## src/rtl/piso_stream_pkg.sv

```systemverilog
// piso_stream_pkg
//   Shared types and helpers for the piso_stream slice.
//   state_t   : IDLE (no active load) / SHIFT (slot 0 presented on the serial side)
//   clamp_len : maps a requested word count onto the effective count 1..ndata.
//               Zero or over-range requests mean "all words".
package piso_stream_pkg;

   typedef enum logic {
      IDLE  = 1'b0,
      SHIFT = 1'b1
   } state_t;

   function automatic int unsigned clamp_len(input int unsigned len, input int unsigned ndata);
      return (len == 0 || len > ndata) ? ndata : len;
   endfunction

endpackage

```

## src/rtl/piso_hold_reg.sv

```systemverilog
// piso_hold_reg
//   One-entry holding register (parallel data + effective length) with a
//   valid flag. It lets the producer queue its next load while the current
//   one is still shifting out.
//   i_clk    clock
//   i_clear  synchronous clear, drops the held entry
//   i_load   capture i_data/i_len (only issued while empty)
//   i_take   consume the held entry (only issued while full)
//   i_data   parallel words to hold
//   i_len    effective (already clamped) word count
//   o_full   an entry is held
//   o_data   held words
//   o_len    held word count
module piso_hold_reg #(
   parameter int unsigned BIT   = 8,
   parameter int unsigned NDATA = 4,
   parameter int unsigned LENW  = $clog2(NDATA + 1)
) (
   input  logic                 i_clk,
   input  logic                 i_clear,
   input  logic                 i_load,
   input  logic                 i_take,
   input  logic [BIT*NDATA-1:0] i_data,
   input  logic [LENW-1:0]      i_len,
   output logic                 o_full,
   output logic [BIT*NDATA-1:0] o_data,
   output logic [LENW-1:0]      o_len
);

   always_ff @(posedge i_clk) begin
      if (i_clear) begin
         o_full <= 1'b0;
         o_data <= '0;
         o_len  <= '0;
      end else if (i_load) begin
         o_full <= 1'b1;
         o_data <= i_data;
         o_len  <= i_len;
      end else if (i_take) begin
         o_full <= 1'b0;
      end
   end

endmodule

```

## src/rtl/piso_stream.sv

```systemverilog
// piso_stream
//   Parallel-in / serial-out with valid/ready on both sides. A load captures
//   up to NDATA words plus a word count; words 0..len-1 are then emitted one
//   per accepted output beat, with o_last on the final one.
//   Optional feature macro: PISO_STREAM_DBUF_EN adds a one-entry holding
//   register so back-to-back loads stream without a bubble.
//   i_clk    clock
//   i_rst    synchronous active-high reset
//   i_data   parallel words, word k = i_data[k*BIT +: BIT], word 0 first
//   i_len    words to emit (0 or >NDATA means NDATA)
//   i_valid  load request
//   o_ready  load accepted this cycle when i_valid is high
//   o_data   current serial word (slot 0)
//   o_valid  o_data valid
//   o_last   o_data is the final word of its load
//   i_ready  consumer accepts o_data
//   o_cnt    words left in the active load, current one included
module piso_stream
   import piso_stream_pkg::*;
#(
   parameter int unsigned    BIT   = 8,
   parameter int unsigned    NDATA = 4,
   parameter logic [BIT-1:0] TAIL  = '0,
   parameter int unsigned    LENW  = $clog2(NDATA + 1)
) (
   input  logic                 i_clk,
   input  logic                 i_rst,
   input  logic [BIT*NDATA-1:0] i_data,
   input  logic [LENW-1:0]      i_len,
   input  logic                 i_valid,
   output logic                 o_ready,
   output logic [BIT-1:0]       o_data,
   output logic                 o_valid,
   output logic                 o_last,
   input  logic                 i_ready,
   output logic [LENW-1:0]      o_cnt
);

   state_t                         state, state_n;
   logic [NDATA-1:0][BIT-1:0]      slots, slots_n;
   logic [LENW-1:0]                cnt, cnt_n;

   logic                           fire_ld, fire_out, last_beat;
   logic                           ld_slots;
   logic [BIT*NDATA-1:0]           ld_data;
   logic [LENW-1:0]                ld_len;
   logic [LENW-1:0]                in_len;

   assign in_len    = LENW'(clamp_len(32'(i_len), NDATA));
   assign fire_ld   = i_valid && o_ready;
   assign fire_out  = o_valid && i_ready;
   assign last_beat = fire_out && (cnt == LENW'(1));

`ifdef PISO_STREAM_DBUF_EN
   logic                 hold_full, hold_load, hold_take;
   logic [BIT*NDATA-1:0] hold_data;
   logic [LENW-1:0]      hold_len;

   assign o_ready   = !hold_full;
   // A load during SHIFT parks in the holding register, except on the final
   // beat with the holder empty: then it goes straight into the slots.
   assign hold_load = fire_ld && (state == SHIFT) && !last_beat;
   assign hold_take = last_beat && hold_full;

   piso_hold_reg #(
      .BIT   (BIT),
      .NDATA (NDATA),
      .LENW  (LENW)
   ) u_hold (
      .i_clk   (i_clk),
      .i_clear (i_rst),
      .i_load  (hold_load),
      .i_take  (hold_take),
      .i_data  (i_data),
      .i_len   (in_len),
      .o_full  (hold_full),
      .o_data  (hold_data),
      .o_len   (hold_len)
   );
`else
   assign o_ready = (state == IDLE);
`endif

   always_comb begin
      state_n  = state;
      slots_n  = slots;
      cnt_n    = cnt;
      ld_slots = 1'b0;
      ld_data  = i_data;
      ld_len   = in_len;
      case (state)
         IDLE: begin
            if (fire_ld) begin
               ld_slots = 1'b1;
               state_n  = SHIFT;
            end
         end
         SHIFT: begin
            if (last_beat) begin
               for (int i = 0; i < NDATA; i++) slots_n[i] = TAIL;
               cnt_n   = '0;
               state_n = IDLE;
`ifdef PISO_STREAM_DBUF_EN
               if (hold_full) begin
                  ld_slots = 1'b1;
                  ld_data  = hold_data;
                  ld_len   = hold_len;
                  state_n  = SHIFT;
               end else if (fire_ld) begin
                  ld_slots = 1'b1;
                  state_n  = SHIFT;
               end
`endif
            end else if (fire_out) begin
               for (int i = 0; i < NDATA - 1; i++) slots_n[i] = slots[i+1];
               slots_n[NDATA-1] = TAIL;
               cnt_n = cnt - LENW'(1);
            end
         end
         default: state_n = IDLE;
      endcase
      if (ld_slots) begin
         for (int k = 0; k < NDATA; k++) slots_n[k] = ld_data[k*BIT +: BIT];
         cnt_n = ld_len;
      end
   end

   always_ff @(posedge i_clk) begin
      if (i_rst) begin
         state <= IDLE;
         cnt   <= '0;
         for (int i = 0; i < NDATA; i++) slots[i] <= TAIL;
      end else begin
         state <= state_n;
         cnt   <= cnt_n;
         slots <= slots_n;
      end
   end

   // All serial-side outputs decode from registers only.
   assign o_valid = (state == SHIFT);
   assign o_data  = slots[0];
   assign o_last  = (state == SHIFT) && (cnt == LENW'(1));
   assign o_cnt   = cnt;

endmodule

```

## config.mk

```make
export PLATFORM = sky130hd
export DESIGN_NAME = piso_stream
export DESIGN_NICKNAME = d
export VERILOG_FILES = /design/src/rtl/piso_stream_pkg.sv /design/src/rtl/piso_hold_reg.sv /design/src/rtl/piso_stream.sv
export SDC_FILE = /design/constraint.sdc
export NUM_CORES = 1
export LEC_CHECK = 0
export BUFFER_PORTS_ARGS = -buffer_cell sky130_fd_sc_hd__buf_4
export CORE_AREA = 5 5 63 65
export DETAILED_ROUTE_END_ITERATION = 16
export DIE_AREA = 0 0 68 70
export PLACE_DENSITY = 0.82
export SLEW_MARGIN = 0
export SYNTH_ARGS = -nofsm -noshare
export SYNTH_HDL_FRONTEND = slang
export SYNTH_HIERARCHICAL = 1
export SYNTH_SLANG_ARGS = --single-unit
export TNS_END_PERCENT = 5
```

## constraint.sdc

```tcl
create_clock -name i_clk -period 1.7 [get_ports i_clk]
set_input_delay 0.255 -clock i_clk [delete_from_list [all_inputs] [get_ports i_clk]]
set_output_delay 0.255 -clock i_clk [all_outputs]
set_load 0.02 [all_outputs]
```

Word level (Yosys, flattened, before mapping)
Index checks and enable logic that the tools add are counted.
{"block": "op_classes", "n_addsub": 1, "magnitude_cmp": 1, "eq_ne": 1, "mux": 13, "n_bitwise": 1, "reduce_logical": 9}
{"cell": "$mux 32", "count": 4}
{"cell": "$mux 3", "count": 5}
{"cell": "$logic_and 1x1->1", "count": 4}
{"cell": "$eq 3x1->1 const B", "count": 1}
{"cell": "$gt 3x3->1 const B", "count": 1}
{"cell": "$logic_not 3->1", "count": 1}
{"cell": "$mux 1", "count": 3}
{"cell": "$reduce_bool 3->1", "count": 1}
{"cell": "$sub 3x1->3 const B", "count": 1}
{"cell": "$pmux 1 s2", "count": 1}
{"cell": "$reduce_and 2->1", "count": 1}
{"cell": "$reduce_bool 2->1", "count": 1}
{"cell": "$logic_or 1x1->1", "count": 1}
{"cell": "$not 1->1", "count": 1}
{"block": "word_totals", "ff_bits": 36, "inputBits": 39, "output_inout_bits": 14, "word_cells": 32}

Longest topological paths before layout
Gate-level depths: netlist (run 1).
{"block": "logic_depth", "word_depth": 6, "depth_mapped": 6, "mapped_depth_nobuf": 5}

Least setup slack after synthesis (run 1)
Ideal clock, no wire load.
{"block": "synth_timing", "path_kind": "flip-flop to flip-flop", "from": "register state, in the netlist o_valid", "to": "register slots (netlist bit o_data[0])", "setup_ns": 0.122, "arrival_ns": 1.524, "t_required_ns": 1.578, "slack_ns": 0.054, "stages_incl_launch_ff": 7, "path_buffers": 3, "synth_period_minus_slack_ns": 1.646, "path_cell_list": "dfxtp_1 -> nor2b_1 -> buf_2 -> nor2b_1 -> buf_2 -> buf_2 -> a221o_1"}
{"block": "synth_via", "elab_chain_cells": 6, "word_cells_on_any_way": 12, "cone_classes": "mux: 5; bitwise: 1; reduce/logical: 6"}
{"item": "start: declaration", "line": "piso_stream.sv:39", "rtl": "state_t state, state_n;"}
{"item": "start signal: assignment", "line": "piso_stream.sv:134", "rtl": "state <= state_n;"}
{"item": "$not 1->1"}
{"item": "$logic_and 1x1->1", "line": "piso_stream.sv:50", "rtl": "assign fire_ld = i_valid && o_ready;"}
{"item": "$mux 1", "line": "piso_stream.sv:93", "rtl": "if (fire_ld) begin"}
{"item": "$mux 1", "line": "piso_stream.sv:91", "rtl": "case (state)"}
{"item": "$reduce_bool 3->1 (no source line) or $reduce_bool 2->1 (tied branches)"}
{"item": "$reduce_and 2->1 (no source line)"}
{"item": "end signal: assignment", "line": "piso_stream.sv:136", "rtl": "slots <= slots_n;"}
{"item": "end: declaration", "line": "piso_stream.sv:40", "rtl": "logic [NDATA-1:0][BIT-1:0] slots, slots_n;"}
Several ways; a longest one is shown, not always the timed one. The select of a mux whose other input is x is not followed.
A chain may end at the register's enable or synchronous reset.

Worst setup path after layout (run 1)
{"block": "layout_timing", "from": "register cnt[1], in the netlist o_cnt[1]", "to": "output port o_last"}
{"block": "layout_via", "elab_chain_cells": 2}
{"item": "start: declaration", "line": "piso_stream.sv:41", "rtl": "logic [LENW-1:0] cnt, cnt_n;"}
{"item": "start signal: assignment", "line": "piso_stream.sv:135", "rtl": "cnt <= cnt_n;"}
{"item": "$eq 3x1->1", "line": "piso_stream.sv:143", "rtl": "assign o_last = (state == SHIFT) && (cnt == LENW'(1));"}
{"item": "$logic_and 1x1->1", "line": "piso_stream.sv:143"}
{"item": "end: declaration", "line": "piso_stream.sv:34", "rtl": "output logic o_last,"}
Every way passes these cells.

==> results.toml, run 1 <==
[worst_setup_path]
cp_slowest_stage_delay_ns = 0.34
sort_of_element_at_the_end_of_the_critical_path = "primary output"
slowest_stage_cell_cp = "sky130_fd_sc_hd__dfxtp_2"
worst_path_buf_inv = 3
cpLargestDelayFamily = "buffers and inverters"
timing.critical_path.required_ns = 1.44
arrival_ns = 1.33
critical_path.startpoint_type = "flop"
worstPathMaxFanout = 14
timing.critical_path.cells = "inv_2, ha_4, nand2b_4, buf_8, nor2_2, buf_4"
critical_path_class = "flop to primary output"

[final_layout]
num-fill-cells = 287
diode_insertion_count_for_antenna_repair = 0
finish.utilization = 0.616
syn_to_final_growth_pct = 30.6
multi_input_comb_area_um2 = 711
final_cells = 242
ratio_of_cells_with_drive_above_1_in_the_final_layout = 0.378
ff_latch_area_um2 = 723
num-nets-final = 237

[power]
p_leak_uw = 0.000986
p_per_area_nw_per_um2 = 864
vdd_drop_max_uv = 425

[global_route]
grt_start_max_net_pins = 28
first_pass_grt_wire_length_um = 5640
first_global_vias = 1275
globalRouteTotalUtil = 0.155
number_of_antenna_violations_at_the_first_check_in_global_routing = 0
overflow = 0

[synth]
syn-mean-instance-area_um2 = 10.2
synth_warnings = 6
synth_edf_count = 0
synth-seq-cells = 36
yosys_most_used_dff = "sky130_fd_sc_hd__dfxtp_1"
async_s_r_ff_share_synth = 0
syn-num-nets = 194
synth_sequential_area_ratio = 0.466
netlist_area_um2 = 1550
synthesis.instances = 152
synth.lib_cells_used.distinct = 23

[clocking]
ctsHtreeMaxLevel = 2
clock_tree.root_cell = "sky130_fd_sc_hd__clkbuf_4"
clock_sinks = 36
clock_latency_ns = 0.34
clk_pin_slew_worst_paths_ns = 0.10
clock_path_buffers = 2
tritoncts.num_buffers = 5
cts_tree = "built"
cts_hold_buffers = 0
postCtsSetupBuffers = 0

[routing]
post_drt_wl_per_cell_um = 15.5
drtPass1Iterations = 6
drc = 0
detail_route.vias_per_cell = 5.49
route.final.wire_length_um = 3740
route.vias.total = 1328
drt.antenna.violating_nets = 0
initialDrtViolationCount = 80

[timing]
fmax_mhz = 629
holdWs_ns = 0.126
fin_crit_sh = 0.935
fin_worst_skew_ns = 0.00926
final_period_minus_worst_setup_slack_ns = 1.59
setup_repair_after_global_routing_missed_its_margin = "no"
worst_slew_margin_rel = 0.617
number_of_max_slew_violations_in_the_final_report = 0
tightest_slew_ns = 0.573
setup_viol = 0
hold_violations = 0
post_route_setup_tns_ns = 0
timing.final.ws_setup_ns = 0.111

[placement]
dp.cells = 233
port-buffer-count = 52
place_congestion = 0.779
worst_setup_timing_slack_at_the_placement_stage_ns = -0.0631
hpwlAfterDp_um = 2590

[die]
chipHeight_um = 70
die_area_um2 = 4760
initial_utilization = 0.471
chipWidth_um = 68
placementRows = 21
floorplan.core_area_um2 = 3280
ioPinCount = 53

[run]
max_cap_violations = 0

[worst_hold_path]
worstHoldPathType = "primary input to flop"

[run_status]
outcome = "complete, no violations"
==> cell usage after synthesis, types with 2 or more instances <==
library cell / number / area (um^2)
sky130_fd_sc_hd__nand2b_1: 2 / 12.5
sky130_fd_sc_hd__buf_6: 3 / 33.8
sky130_fd_sc_hd__dfxtp_1: 36 / 721
sky130_fd_sc_hd__inv_1: 5 / 18.8
sky130_fd_sc_hd__nor2_1: 11 / 41.3
sky130_fd_sc_hd__clkbuf_1: 6 / 22.5
sky130_fd_sc_hd__and3_1: 26 / 163
sky130_fd_sc_hd__ha_1: 3 / 37.5
sky130_fd_sc_hd__buf_2: 4 / 20.0
sky130_fd_sc_hd__buf_4: 8 / 60.1
sky130_fd_sc_hd__a22oi_1: 8 / 60.1
sky130_fd_sc_hd__a221o_1: 26 / 260
sky130_fd_sc_hd__nor2b_1: 4 / 25.0
==> placed cells by master (no fill, tap or decap), types with 2 or more instances in the layout <==
| master | n |
|---|---|
| sky130_fd_sc_hd__a221o_1 | 26 |
| sky130_fd_sc_hd__a22oi_1 | 8 |
| sky130_fd_sc_hd__and3_1 | 26 |
| sky130_fd_sc_hd__buf_4 | 55 |
| sky130_fd_sc_hd__clkbuf_1 | 2 |
| sky130_fd_sc_hd__clkbuf_4 | 5 |
| sky130_fd_sc_hd__dfxtp_1 | 34 |
| sky130_fd_sc_hd__dfxtp_2 | 2 |
| sky130_fd_sc_hd__ha_1 | 2 |
| sky130_fd_sc_hd__inv_1 | 4 |
| sky130_fd_sc_hd__nor2_1 | 10 |
| sky130_fd_sc_hd__nor2b_1 | 2 |
| sky130_fd_sc_hd__nor2b_4 | 2 |
==> cells by family (layout without fill, tap and decap cells) <==
group,count (synthesis),after routing,share of synthesized area
simple gates,49,49,0.179
compound gates,36,36,0.215
flops,36,36,0.466
buf+inv,26,70,0.100
fa+ha+maj,3,3,0.0243
mux,2,2,0.0154
==> repair_timing <==
| item | 4_1_cts | 5_1_grt |
|---|---|---|
| cloned | 0 | 1 |
| endpoints found under the setup margin | 27 | 2 |
| resized for setup | 4 | 8 |
==> worst register-to-register path, stage by stage (launching register included) <==
cell                      delay, ns
sky130_fd_sc_hd__dfxtp_1       0.35
sky130_fd_sc_hd__buf_4         0.16
sky130_fd_sc_hd__nor2b_1       0.19
sky130_fd_sc_hd__nor2b_4       0.54
sky130_fd_sc_hd__a221o_1       0.26
==> layer usage <==
metal | GRT usage | wire length (um) | vias to the layer above
li1 | - | - | 651
met1 | 0.191 | 1680 | 608
met2 | 0.243 | 1670 | 59
met3 | 0.0449 | 310 | 10
met4 | 0.0728 | 77 | 0
met5 | 0 | 0 | -
==> through the flow <==
step / instance area (um^2) / total power [uW]
after CTS: 1970 / 1730
after global routing: 2020 / 1830
after global placement: 1890 / 1250
final: 2020 / 1750
after detailed placement: 1890 / 1260
after floorplan: 1550 / 1130
==> path summary, 6_finish.rpt <==
path / slack (ns) / cells after the start / endpoint / from
worst max-delay path: 0.11 / 6 / o_last / o_cnt[1]
worst min-delay path: 0.13 / 2 / o_data[6] / i_data[6]
worst max register to register: 0.14 / 4 / slots[15] / o_valid
worst min register to register: 0.49 / 1 / slots[14] / slots[14]
==> report_power, final <==
group | internal (uW) | switching [uW]
Clock | 204 | 271
Sequential | 901 | 34.9
Combinational | 181 | 154
==> final cells by class <==
cell class	instances	share of cell area
Clock buffer	8	0.0291
Inverter	5	0.00928
Multi-Input combinational cell	90	0.351
Sequential cell	36	0.358
Tap cell	46	0.0285
Timing Repair Buffer	57	0.224
==> sequential cells by signal (all words and copies together) (netlist names) <==
signal   count
o_cnt        3
o_data       8
o_valid      1
slots       24
No activity file was read; power rests on OpenSTA's default activity.
==> inputs of run 2 (changes only) <==
- clock period: 1.7 -> 1.8 ns (I/O delays scaled with it)
==> results.toml, run 2 (synthesis results as in run 1) <==
[power]
p_per_area_nw_per_um2 = 868
pwr-share-clk = 0.319
power.combinational.fraction = 0.171
seq_power_share = 0.511
p_leak_uw = 0.000978
vdd_drop_max_uv = 349
switching_share = 0.247
internal_power_uw = 1300
power.switching_uw = 425

[worst_setup_path]
setup.reg_to_reg.worst_slack_ns = 0.24
sort_of_element_at_the_end_of_the_critical_path = "primary output"
worstPathMaxFanout = 27
arrival_ns = 1.42
r2r_cells = 4
timing.critical_path.cells = "inv_1, ha_1, nand2b_1, buf_6, nor2_1, buf_4"
worst_path_buf_inv = 3
r2r-end = "o_data[2]"
rr_startpoint = "o_valid"
cp_slowest_stage_delay_ns = 0.34
cpLargestDelayFamily = "buffers and inverters"
timing.critical_path.required_ns = 1.53
critical_path.startpoint_type = "flop"
critical_path_class = "flop to primary output"
slowest_stage_cell_cp = "sky130_fd_sc_hd__dfxtp_1"

[clocking]
postCtsResizedCells = 0
clk_pin_slew_worst_paths_ns = 0.10
clock_path_buffers = 2
clock_sinks = 36
tritoncts.num_buffers = 5
cts_hold_buffers = 0
postCtsSetupBuffers = 0
clock_tree.root_cell = "sky130_fd_sc_hd__clkbuf_4"
cts_tree = "built"
clock_latency_ns = 0.34
ctsHtreeMaxLevel = 2

[timing]
number_of_max_slew_violations_in_the_final_report = 0
hold_violations = 0
tightest_slew_ns = 0.685
fin_crit_sh = 0.942
worst_slew_margin_rel = 0.543
fin_worst_skew_ns = 0.00906
post_route_setup_tns_ns = 0
timing.final.ws_setup_ns = 0.105
setup_repair_after_global_routing_missed_its_margin = "no"
setup_viol = 0
fmax_mhz = 590
holdWs_ns = 0.142
final_period_minus_worst_setup_slack_ns = 1.69

[global_route]
overflow = 0
first_global_vias = 1273
first_pass_grt_wire_length_um = 5630
number_of_antenna_violations_at_the_first_check_in_global_routing = 0
grt_start_max_net_pins = 28
globalRouteTotalUtil = 0.152

[final_layout]
ratio_of_cells_with_drive_above_1_in_the_final_layout = 0.349
registers.top_by_ff_count = "slots"
most_common_library_cell_in_the_layout_ignoring_fill_and_taps = "sky130_fd_sc_hd__buf_4"
syn_to_final_growth_pct = 28.3
diode_insertion_count_for_antenna_repair = 0
num-fill-cells = 289
num-nets-final = 236
final_cells = 241
finish.instance_area_um2 = 1990
layout.cells.most_common_list = "55 x sky130_fd_sc_hd__buf_4, 35 x sky130_fd_sc_hd__dfxtp_1, 26 x sky130_fd_sc_hd__and3_1, 26 x sky130_fd_sc_hd__a221o_1, 11 x sky130_fd_sc_hd__nor2_1"
largest_register_ffs = 24

[die]
chipWidth_um = 68
die_area_um2 = 4760
chipHeight_um = 70
floorplan.core_area_um2 = 3280
placementRows = 21
ioPinCount = 53
initial_utilization = 0.471

[worst_hold_path]
worstHoldPathType = "primary input to flop"
whs_endpoint = "o_data[6]"
min-delay-start = "i_data[6]"
min_delay_path_depth = 2

[placement]
place_area_um2 = 1890
port-buffer-count = 52
worst_setup_timing_slack_at_the_placement_stage_ns = 0.0655
dp.cells = 233
hpwlAfterDp_um = 2570
place_congestion = 0.784

[routing]
initialDrtViolationCount = 109
route.vias.total = 1299
drc = 0
post_drt_wl_per_cell_um = 14.5
route.final.wire_length_um = 3500
drt.antenna.violating_nets = 0
detail_route.vias_per_cell = 5.39
drtPass1Iterations = 4

[run_status]
outcome = "complete, no violations"

[run]
max_cap_violations = 0
[run 2: cell type report]
| class | instances | area (um^2) | area share |
|---|---|---|---|
| Inverter | 5 | 18.8 | 0.00945 |
| Tap cell | 46 | 57.6 | 0.0290 |
| Timing Repair Buffer | 56 | 424 | 0.214 |
| Clock inverter | 2 | 35.0 | 0.0176 |
| Multi-Input combinational cell | 90 | 687 | 0.346 |
| Sequential cell | 36 | 722 | 0.364 |
| Clock buffer | 6 | 41.3 | 0.0208 |
[run 2: worst max-delay path by stage]
stage	startpoint	endpoint	slack, ns	depth (start not counted)
floorplan	o_valid	o_data[0]	0.15	6
global placement	o_valid	slots[10]	0.14	4
detailed placement	o_valid	slots[15]	0.07	4
CTS	o_valid	o_data[2]	0.02	4
global route	o_cnt[1]	o_last	0.009	6
finish	o_cnt[1]	o_last	0.11	6
[run 2: through the flow]
| stage | util | power [uW] |
|---|---|---|
| after floorplan | - | 1070 |
| after global placement | 0.577 | 1180 |
| after detailed placement | 0.577 | 1190 |
| after CTS | 0.600 | 1740 |
| after global routing | 0.605 | 1810 |
| final | 0.605 | 1720 |
[run 2: power by group through the flow]
stage | clock (uW) | sequential, uW | combinational, uW
after floorplan | 0 | 901 | 171
after global placement | 0 | 895 | 282
after detailed placement | 0 | 898 | 292
after CTS | 571 | 880 | 292
after global routing | 597 | 887 | 323
final | 549 | 880 | 295
[run 2: routing by layer]
layer / part of all wire / global-route usage / up-vias / routed length (um)
met5: 0 / 0 / - / 0
li1: - / - / 652 / -
met1: 0.44 / 0.191 / 588 / 1540
met2: 0.44 / 0.231 / 52 / 1560
met4: 0.020 / 0.0728 / 0 / 70
met3: 0.094 / 0.0497 / 7 / 330
==> inputs of run 3 (changes only) <==
- PLACE_DENSITY: 0.82 -> 0.75
- SYNTH_HIERARCHICAL: 1 -> not set
==> results.toml, run 3 <==
[synth]
synth.most_common_cell = "sky130_fd_sc_hd__dfxtp_1"
netlist.area_leader.share = 0.466
async_s_r_ff_share_synth = 0
cell_taking_the_most_area_after_synthesis = "sky130_fd_sc_hd__dfxtp_1"
synth.lib_cells_used.distinct = 23
synthesis.instances = 152
synth_commonest_cells = "36 x sky130_fd_sc_hd__dfxtp_1, 26 x sky130_fd_sc_hd__a221o_1, 26 x sky130_fd_sc_hd__and3_1"
synth_edf_count = 0
synth_sequential_area_ratio = 0.466
ys_top_cells_by_area = "sky130_fd_sc_hd__dfxtp_1 47%, sky130_fd_sc_hd__a221o_1 17%, sky130_fd_sc_hd__and3_1 11%"
syn-mean-instance-area_um2 = 10.2
synth-seq-cells = 36
netlist_area_um2 = 1550
syn-num-nets = 194
synth_warnings = 0
yosys_most_used_dff = "sky130_fd_sc_hd__dfxtp_1"

[global_route]
number_of_antenna_violations_at_the_first_check_in_global_routing = 0
first_pass_grt_wire_length_um = 5810
grt_start_max_net_pins = 28
globalRouteTotalUtil = 0.156
first_global_vias = 1253
overflow = 0

[clocking]
clock_sinks = 36
postCtsSetupBuffers = 0
clk_pin_slew_worst_paths_ns = 0.11
cts_tree = "built"
clock_tree.root_cell = "sky130_fd_sc_hd__clkbuf_4"
clock_latency_ns = 0.33
ctsHtreeMaxLevel = 2
tritoncts.num_buffers = 5
clock_path_buffers = 2

[final_layout]
most_common_library_cell_in_the_layout_ignoring_fill_and_taps = "sky130_fd_sc_hd__buf_4"
ratio_of_cells_with_drive_above_1_in_the_final_layout = 0.344
registers.top_by_ff_count = "slots"
finish.utilization = 0.603
syn_to_final_growth_pct = 27.9
layout.cells.most_common_list = "55 x sky130_fd_sc_hd__buf_4, 36 x sky130_fd_sc_hd__dfxtp_1, 26 x sky130_fd_sc_hd__and3_1, 26 x sky130_fd_sc_hd__a221o_1, 11 x sky130_fd_sc_hd__nor2_1"
diode_insertion_count_for_antenna_repair = 0
num-fill-cells = 310
finish.instance_area_um2 = 1980
largest_register_ffs = 24
num-nets-final = 236

[power]
vdd_drop_max_uv = 492
report.power.total_uw = 1720
p_leak_uw = 0.000973
p_per_area_nw_per_um2 = 870

[placement]
place_area_um2 = 1890
hpwlAfterDp_um = 2470
worst_setup_timing_slack_at_the_placement_stage_ns = 0.118
place_congestion = 0.810
port-buffer-count = 52

[worst_setup_path]
setup.reg_to_reg.worst_slack_ns = 0.25
arrival_ns = 1.42
worstPathMaxFanout = 27
critical_path.startpoint_type = "flop"
r2r-end = "slots[11]"
sort_of_element_at_the_end_of_the_critical_path = "primary output"
rr_startpoint = "o_valid"
timing.critical_path.required_ns = 1.53
r2r_cells = 3
critical_path_class = "flop to primary output"

[timing]
timing.final.ws_setup_ns = 0.106
fin_worst_skew_ns = 0.00813
fin_crit_sh = 0.941
number_of_max_slew_violations_in_the_final_report = 0
hold_violations = 0
final_period_minus_worst_setup_slack_ns = 1.69
fmax_mhz = 590
post_route_setup_tns_ns = 0
setup_repair_after_global_routing_missed_its_margin = "no"
tightest_slew_ns = 0.684
setup_viol = 0
worst_slew_margin_rel = 0.544

[worst_hold_path]
whs_endpoint = "o_data[1]"
worstHoldPathType = "primary input to flop"
min-delay-start = "i_data[1]"
min_delay_path_depth = 2

[die]
ioPinCount = 53
chipHeight_um = 70
floorplan.core_area_um2 = 3280
chipWidth_um = 68
die_area_um2 = 4760
initial_utilization = 0.471
placementRows = 21

[routing]
post_drt_wl_per_cell_um = 14.2
drt.antenna.violating_nets = 0
drc = 0
detail_route.vias_per_cell = 5.35
route.vias.total = 1290
initialDrtViolationCount = 99
route.final.wire_length_um = 3420
drtPass1Iterations = 4

[run]
max_cap_violations = 0

[run_status]
outcome = "complete, no violations"
## run 3: logic make-up (layout without fill, tap and decap cells)
| group | count (synthesis) | after routing | share of synthesized area |
|---|---|---|---|
| simple gates | 49 | 49 | 0.179 |
| compound gates | 36 | 36 | 0.215 |
| fa+ha+maj | 3 | 3 | 0.0243 |
| flops | 36 | 36 | 0.466 |
| mux | 2 | 2 | 0.0154 |
| buf+inv | 26 | 69 | 0.100 |
## run 3: worst max-delay path by stage
stage | start | end | slack (ns) | depth (start not counted)
after detailed placement | o_valid | slots[18] | 0.12 | 3
after floorplan | o_valid | o_data[0] | 0.15 | 6
after global routing | o_cnt[1] | o_last | 0.003 | 6
after global placement | i_valid | slots[11] | 0.18 | 4
after CTS | o_cnt[1] | o_last | 0.06 | 6
final | o_cnt[1] | o_last | 0.11 | 6
## run 3: worst max-delay path, stage by stage, from the launching register on
cell,delay [ns]
sky130_fd_sc_hd__dfxtp_1,0.34
sky130_fd_sc_hd__inv_1,0.07
sky130_fd_sc_hd__ha_1,0.19
sky130_fd_sc_hd__nand2b_1,0.08
sky130_fd_sc_hd__buf_6,0.19
sky130_fd_sc_hd__nor2_1,0.06
sky130_fd_sc_hd__buf_4,0.15
## run 3: power by group
part           internal [uW]  switching [uW]  total (uW)
registers                850            31.6         881
logic                    156             135         291
clock network            291             259         550
## run 3: metrics by stage
| step | hold slack, ns | cells |
|---|---|---|
| detailed placement | 0.466 | 233 |
| global route | 0.122 | 241 |
| CTS | 0.135 | 241 |
| global placement | 0.460 | 233 |
| floorplan | 0.409 | 152 |
| finish | 0.145 | 241 |
## run 3: metal layers
metal,share of wire,track usage
met2,0.43,0.219
met3,0.091,0.0465
met5,0,0
met1,0.46,0.219
met4,0.016,0.0662
## run 3: final cells by class
class / count / area, um^2 / share of cell area
repair buffers: 56 / 424 / 0.214
clock inverters: 2 / 35.0 / 0.0177
flip-flops and latches: 36 / 721 / 0.364
inverters: 5 / 18.8 / 0.00948
clock buffers: 6 / 41.3 / 0.0209
well taps: 46 / 57.6 / 0.0291
multi-input cells: 90 / 682 / 0.345
## run 3: timing repair
item / 4_1_cts / 5_1_grt
gates resized for setup: 0 / 2
hold buffers: 0 / 0
setup endpoints to repair: 0 / 26
endpoints found under the hold margin: 0 / 0
